$ cat src/rtl/issue_arbiter.sv
// Two-queue round-robin issue arbiter feeding a single registered output
// stage to a functional unit, with PRF read-port decode and grant counters.
module issue_arbiter #(
  parameter int DATA_WIDTH = 248,
  parameter int PREG_WIDTH = 6
) (
  input  logic                  clock,
  input  logic                  reset_n,
  input  logic                  flush,
  input  logic                  req0_valid,
  input  logic [DATA_WIDTH-1:0] req0_data,
  output logic                  req0_ready,
  input  logic                  req1_valid,
  input  logic [DATA_WIDTH-1:0] req1_data,
  output logic                  req1_ready,
  output logic                  fu_valid,
  input  logic                  fu_ready,
  output logic [DATA_WIDTH-1:0] fu_data,
  output logic                  fu_src_id,
  output logic                  prf_rs1_rden,
  output logic                  prf_rs2_rden,
  output logic [PREG_WIDTH-1:0] prf_rs1_rdaddr,
  output logic [PREG_WIDTH-1:0] prf_rs2_rdaddr,
  output logic [15:0]           grant_cnt0,
  output logic [15:0]           grant_cnt1
);

  // Payload field positions of the source-operand descriptors.
  localparam int RS1_LSB    = 111;
  localparam int RS2_LSB    = 105;
  localparam int RS1_EN_BIT = 104;
  localparam int RS2_EN_BIT = 103;

  logic                  rr_ptr_q, rr_ptr_d;
  logic                  fu_valid_q, fu_valid_d;
  logic [DATA_WIDTH-1:0] fu_data_q, fu_data_d;
  logic                  fu_src_id_q, fu_src_id_d;
  logic [15:0]           grant_cnt0_q, grant_cnt0_d;
  logic [15:0]           grant_cnt1_q, grant_cnt1_d;

  logic load;
  logic can_grant;
  logic grant0;
  logic grant1;

  // NOTE: every signal assigned here gets a default first, so no path
  // through the block leaves a value unassigned and no latch is inferred.
  always_comb begin
    load      = ~fu_valid_q | fu_ready;
    can_grant = load & ~flush;
    grant0    = can_grant & req0_valid & (~req1_valid | ~rr_ptr_q);
    grant1    = can_grant & req1_valid & (~req0_valid |  rr_ptr_q);

    rr_ptr_d     = rr_ptr_q;
    fu_valid_d   = fu_valid_q;
    fu_data_d    = fu_data_q;
    fu_src_id_d  = fu_src_id_q;
    grant_cnt0_d = grant_cnt0_q;
    grant_cnt1_d = grant_cnt1_q;

    if (grant0 | grant1) begin
      // Only the granted queue's payload is captured, so X on an idle
      // queue's data bus cannot propagate into the output stage.
      fu_valid_d  = 1'b1;
      fu_src_id_d = grant1;
      fu_data_d   = grant1 ? req1_data : req0_data;
      rr_ptr_d    = ~grant1;
    end else if (flush | load) begin
      fu_valid_d = 1'b0;
    end

    if (grant0 && grant_cnt0_q != 16'hFFFF) grant_cnt0_d = grant_cnt0_q + 16'd1;
    if (grant1 && grant_cnt1_q != 16'hFFFF) grant_cnt1_d = grant_cnt1_q + 16'd1;
  end

  // NOTE: sequential state uses non-blocking assignments so every flop
  // samples its _d value from before the edge, independent of block order.
  // NOTE: the wide payload register is reset too, so fu_data reads zero
  // after reset rather than stale contents.
  always_ff @(posedge clock or negedge reset_n) begin
    if (!reset_n) begin
      rr_ptr_q     <= 1'b0;
      fu_valid_q   <= 1'b0;
      fu_data_q    <= '0;
      fu_src_id_q  <= 1'b0;
      grant_cnt0_q <= 16'd0;
      grant_cnt1_q <= 16'd0;
    end else begin
      rr_ptr_q     <= rr_ptr_d;
      fu_valid_q   <= fu_valid_d;
      fu_data_q    <= fu_data_d;
      fu_src_id_q  <= fu_src_id_d;
      grant_cnt0_q <= grant_cnt0_d;
      grant_cnt1_q <= grant_cnt1_d;
    end
  end

  // Grants are combinational, so they are masked while reset is held.
  assign req0_ready     = grant0 & reset_n;
  assign req1_ready     = grant1 & reset_n;
  assign fu_valid       = fu_valid_q;
  assign fu_data        = fu_data_q;
  assign fu_src_id      = fu_src_id_q;
  assign prf_rs1_rdaddr = fu_data_q[RS1_LSB +: PREG_WIDTH];
  assign prf_rs2_rdaddr = fu_data_q[RS2_LSB +: PREG_WIDTH];
  assign prf_rs1_rden   = fu_valid_q & fu_data_q[RS1_EN_BIT];
  assign prf_rs2_rden   = fu_valid_q & fu_data_q[RS2_EN_BIT];
  assign grant_cnt0     = grant_cnt0_q;
  assign grant_cnt1     = grant_cnt1_q;

endmodule

$ cat config.mk
export PLATFORM = sky130hd
export DESIGN_NAME = issue_arbiter
export DESIGN_NICKNAME = d
export VERILOG_FILES = /design/src/rtl/issue_arbiter.sv
export SDC_FILE = /design/constraint.sdc
export NUM_CORES = 1
export LEC_CHECK = 0
export ABC_AREA = 1
export BUFFER_PORTS_ARGS = -buffer_cell sky130_fd_sc_hd__buf_2
export CAP_MARGIN = 20
export CORE_AREA = 2 2 316 318
export CTS_BUF_LIST = sky130_fd_sc_hd__clkbuf_16
export CTS_CLUSTER_DIAMETER = 50
export DETAILED_ROUTE_END_ITERATION = 12
export DIE_AREA = 0 0 318 320
export SETUP_SLACK_MARGIN = 0.4
export SKIP_CTS_REPAIR_TIMING = 1
export SLEW_MARGIN = 40
export SYNTH_ARGS = -nofsm -noshare
export SYNTH_HDL_FRONTEND = slang
export SYNTH_SLANG_ARGS = --single-unit
$ cat constraint.sdc
create_clock -name clock -period 1.6 [get_ports clock]
set_input_delay 0.16 -clock clock [delete_from_list [all_inputs] [get_ports clock]]
set_output_delay 0.16 -clock clock [all_outputs]
set_load 0.005 [all_outputs]
==> impl_metrics.json <==
{
  "core_region_area_um2": 98000,
  "drv_cap": 0,
  "final_common_cell": "nand2_1",
  "synthXorXnorAreaFrac_pct": 0.587,
  "layout_min_cycle_time_ns": 2.01,
  "synth_top_area_cell": "dfrtp_1",
  "post_drt_wl_per_cell_um": 16.9,
  "reg2regPathDepth": 11,
  "cts-root-buf": "clkbuf_16",
  "p_clk_share_pct": 33.3,
  "synthesis.area_um2": 14900,
  "track_usage_pct": 11.9,
  "synthesis.nets": 2684,
  "cts_tree": "done",
  "synth_fa_ha_area_share_pct": 0.168,
  "final_layout_size_suffix_gt1_share_pct": 30.7,
  "tightestPinTransition_ns": 0.659,
  "nNetsFinal": 4079,
  "ys_seq_area_share_pct": 47.4,
  "htreeDepth": 2,
  "setup_slack_ns": -0.408,
  "powerDensity_nw_per_um2": 1120,
  "synth_edf_count": 0,
  "timing.fmax_mhz": 498,
  "clockBufferDepth": 3,
  "clock-sinks": 283,
  "relSlewSlack_pct": 55.9,
  "path_class": "flop to output pin",
  "required_ns": 1.44,
  "gp_congestion": 0.930,
  "startpoint": "fu_valid",
  "cp-end-kind": "output pin",
  "hpwlAfterDp_um": 49900,
  "antenna_found_initial": 12,
  "io-pin-count": 800,
  "netlist_top_cells_area": "dfrtp_1 47%, nand2_1 22%, o21ai_1 7.5%, nor2_1 7.2%, inv_1 7.1%",
  "comb_power_share_pct": 34.0,
  "num_vias": 20223,
  "grt_max_degree": 88,
  "syn_to_final_growth_pct": 98.5,
  "synth_top_cell_area_share_pct": 47.4,
  "synth-async-reset-ratio_pct": 100,
  "hold_viol_final": 1,
  "io_buffers": 799,
  "grt_pass1_vias": 15755,
  "synth-simple-area-share_pct": 31.1,
  "swShare_pct": 34.7,
  "synth.area.mux_share_pct": 0,
  "yosys_most_used_dff": "dfrtp_1",
  "min_period_over_period_pct": 126,
  "synth.distinct_cells": 26,
  "layout_common_cells": "872 x nand2_1, 797 x buf_2, 492 x dlygate4sd3_1, 286 x inv_1, 278 x nor2_1",
  "synth_top_family_by_area": "simple AND/OR/NAND/NOR gates",
  "rsz0062_at_grt": "yes",
  "cts_made_buffers": 48,
  "hp-class": "primary input to flop",
  "register_area_um2": 7090,
  "fillers": 9979,
  "grt_pass1_wl_um": 93400,
  "violations": "negative hold slack, negative setup slack",
  "setup-violations-final": 256,
  "route.detailed.drc": 0,
  "whs_ns": -0.00558,
  "synth_compound_area_share_pct": 9.07,
  "die_w_um": 318,
  "die_area_um2": 102000,
  "setup_tns_ns": -55.73,
  "cp-start-kind": "flop",
  "netlist_instances": 2180,
  "cp.arrival_ns": 1.85,
  "synth_seq_cells": 283,
  "multi_input_area_um2": 6370,
  "overflow": 0,
  "clk_latency_ns": 0.62,
  "p_sw_mw": 11.5,
  "hold_start": "req0_data[77]",
  "initial_utilization_pct": 15.2,
  "leakage_nw": 15.8,
  "slew_violations": 0,
  "drtIter0Drc": 1351,
  "dr.pass1.iters": 5,
  "placementRows": 115,
  "p_int_mw": 21.7,
  "die_h_um": 320,
  "routed_wl_um": 82800,
  "viasPerCell": 4.12,
  "synth_area_per_cell_um2": 6.85,
  "finClkSkew_ns": 0.0252,
  "crit_fanout": 6,
  "ys_warn_count": 0,
  "post-place-ws_ns": -0.0936,
  "hold_depth": 5,
  "ir_worst_vdd_mv": 0.619,
  "rr_startpoint": "fu_valid",
  "run_status": "finished with violations",
  "path_clk_slew_ns": 0.05,
  "final_antenna_net_count": 0,
  "seqPwrFrac_pct": 32.7
}
final cells by class:
cell class	count	share of cell area (%)
Clock inverter	41	1.65
Clock buffer	48	4.05
Antenna cell	5	0.0422
Timing Repair inverter	6	0.262
Multi-Input combinational cell	1492	21.5
Tap cell	1287	5.43
Sequential cell	283	23.9
Timing Repair Buffer	1461	39.5
Inverter	283	3.69
metrics by stage:
step / instance area, µm² / hold slack (ns) / total power [mW] / instances / utilization (%)
after CTS: 22800 / -0.401 / 30.5 / 4331 / 23.2
after global placement: 21100 / 0.282 / 19.2 / 4242 / 21.5
after floorplan: 15300 / -0.136 / 14.5 / 2180 / -
after global routing: 29600 / -0.0118 / 34.8 / 4904 / 30.2
after detailed placement: 21100 / 0.286 / 19.3 / 4242 / 21.5
final: 29600 / -0.00558 / 33.2 / 4906 / 30.2
Yosys cell counts (2+ instances only):
cell	count
nand2_1	882
nor2_1	288
dfrtp_1	283
inv_1	282
o21ai_1	225
buf_2	68
o21ai_0	38
buf_4	31
nand3_1	20
clkbuf_1	19
nand4_1	13
xnor2_1	10
buf_1	6
ha_1	2
nand2_4	2
worst max-delay path, stage by stage (launching register included):
cell and delay (ns):
dfrtp_1 0.40, a21oi_4 0.18, buf_12 0.15, nand2_8 0.07
buf_16 0.14, buf_12 0.12, nor2_4 0.07, buf_6 0.10
sequential cells by signal, summed over array words and instances (netlist names):
name	cells
grant_cnt1	16
fu_data	248
grant_cnt0	16
fu_src_id	1
rr_ptr_q	1
fu_valid	1
power by group through the flow:
stage               logic [mW]  clock network, mW  registers (mW)
finish                    11.3               11.0            10.9
global route              12.2               11.5            11.1
CTS                       8.49               11.3            10.8
detailed placement        8.48                  0            10.8
global placement          8.38                  0            10.8
floorplan                 3.69                  0            10.8
metal layers:
metal / global-route usage (%) / vias up / part of all wire [%]
li1: - / 9367 / -
met1: 14.3 / 9403 / 39
met3: 3.87 / 306 / 8.5
met2: 19.4 / 1135 / 47
met4: 4.91 / 12 / 5.1
met5: 0 / - / 0.092
worst paths after layout:
path / end / slack (ns)
worst min register to register: fu_src_id / 0.47
worst min-delay path: fu_data[77] / -0.006
max in group asynchronous: fu_data[0] / 0.32
worst max-delay path: req1_ready / -0.41
worst max register to register: fu_data[149] / -0.32
min in group asynchronous: fu_data[71] / 0.62
kinds of logic (layout without fill, tap and decap cells):
| logic type | Yosys count | in the layout |
|---|---|---|
| and+or+nand+nor | 1211 | 1213 |
| DFF | 283 | 283 |
| other | 0 | 5 |
| adders and majority gates | 2 | 2 |
| xor gates and xnor gates | 10 | 10 |
| AOI/OAI and AO/OA | 267 | 267 |
| buffers and inverters | 407 | 1839 |
Note: power is estimated with default switching activity, not from simulation.
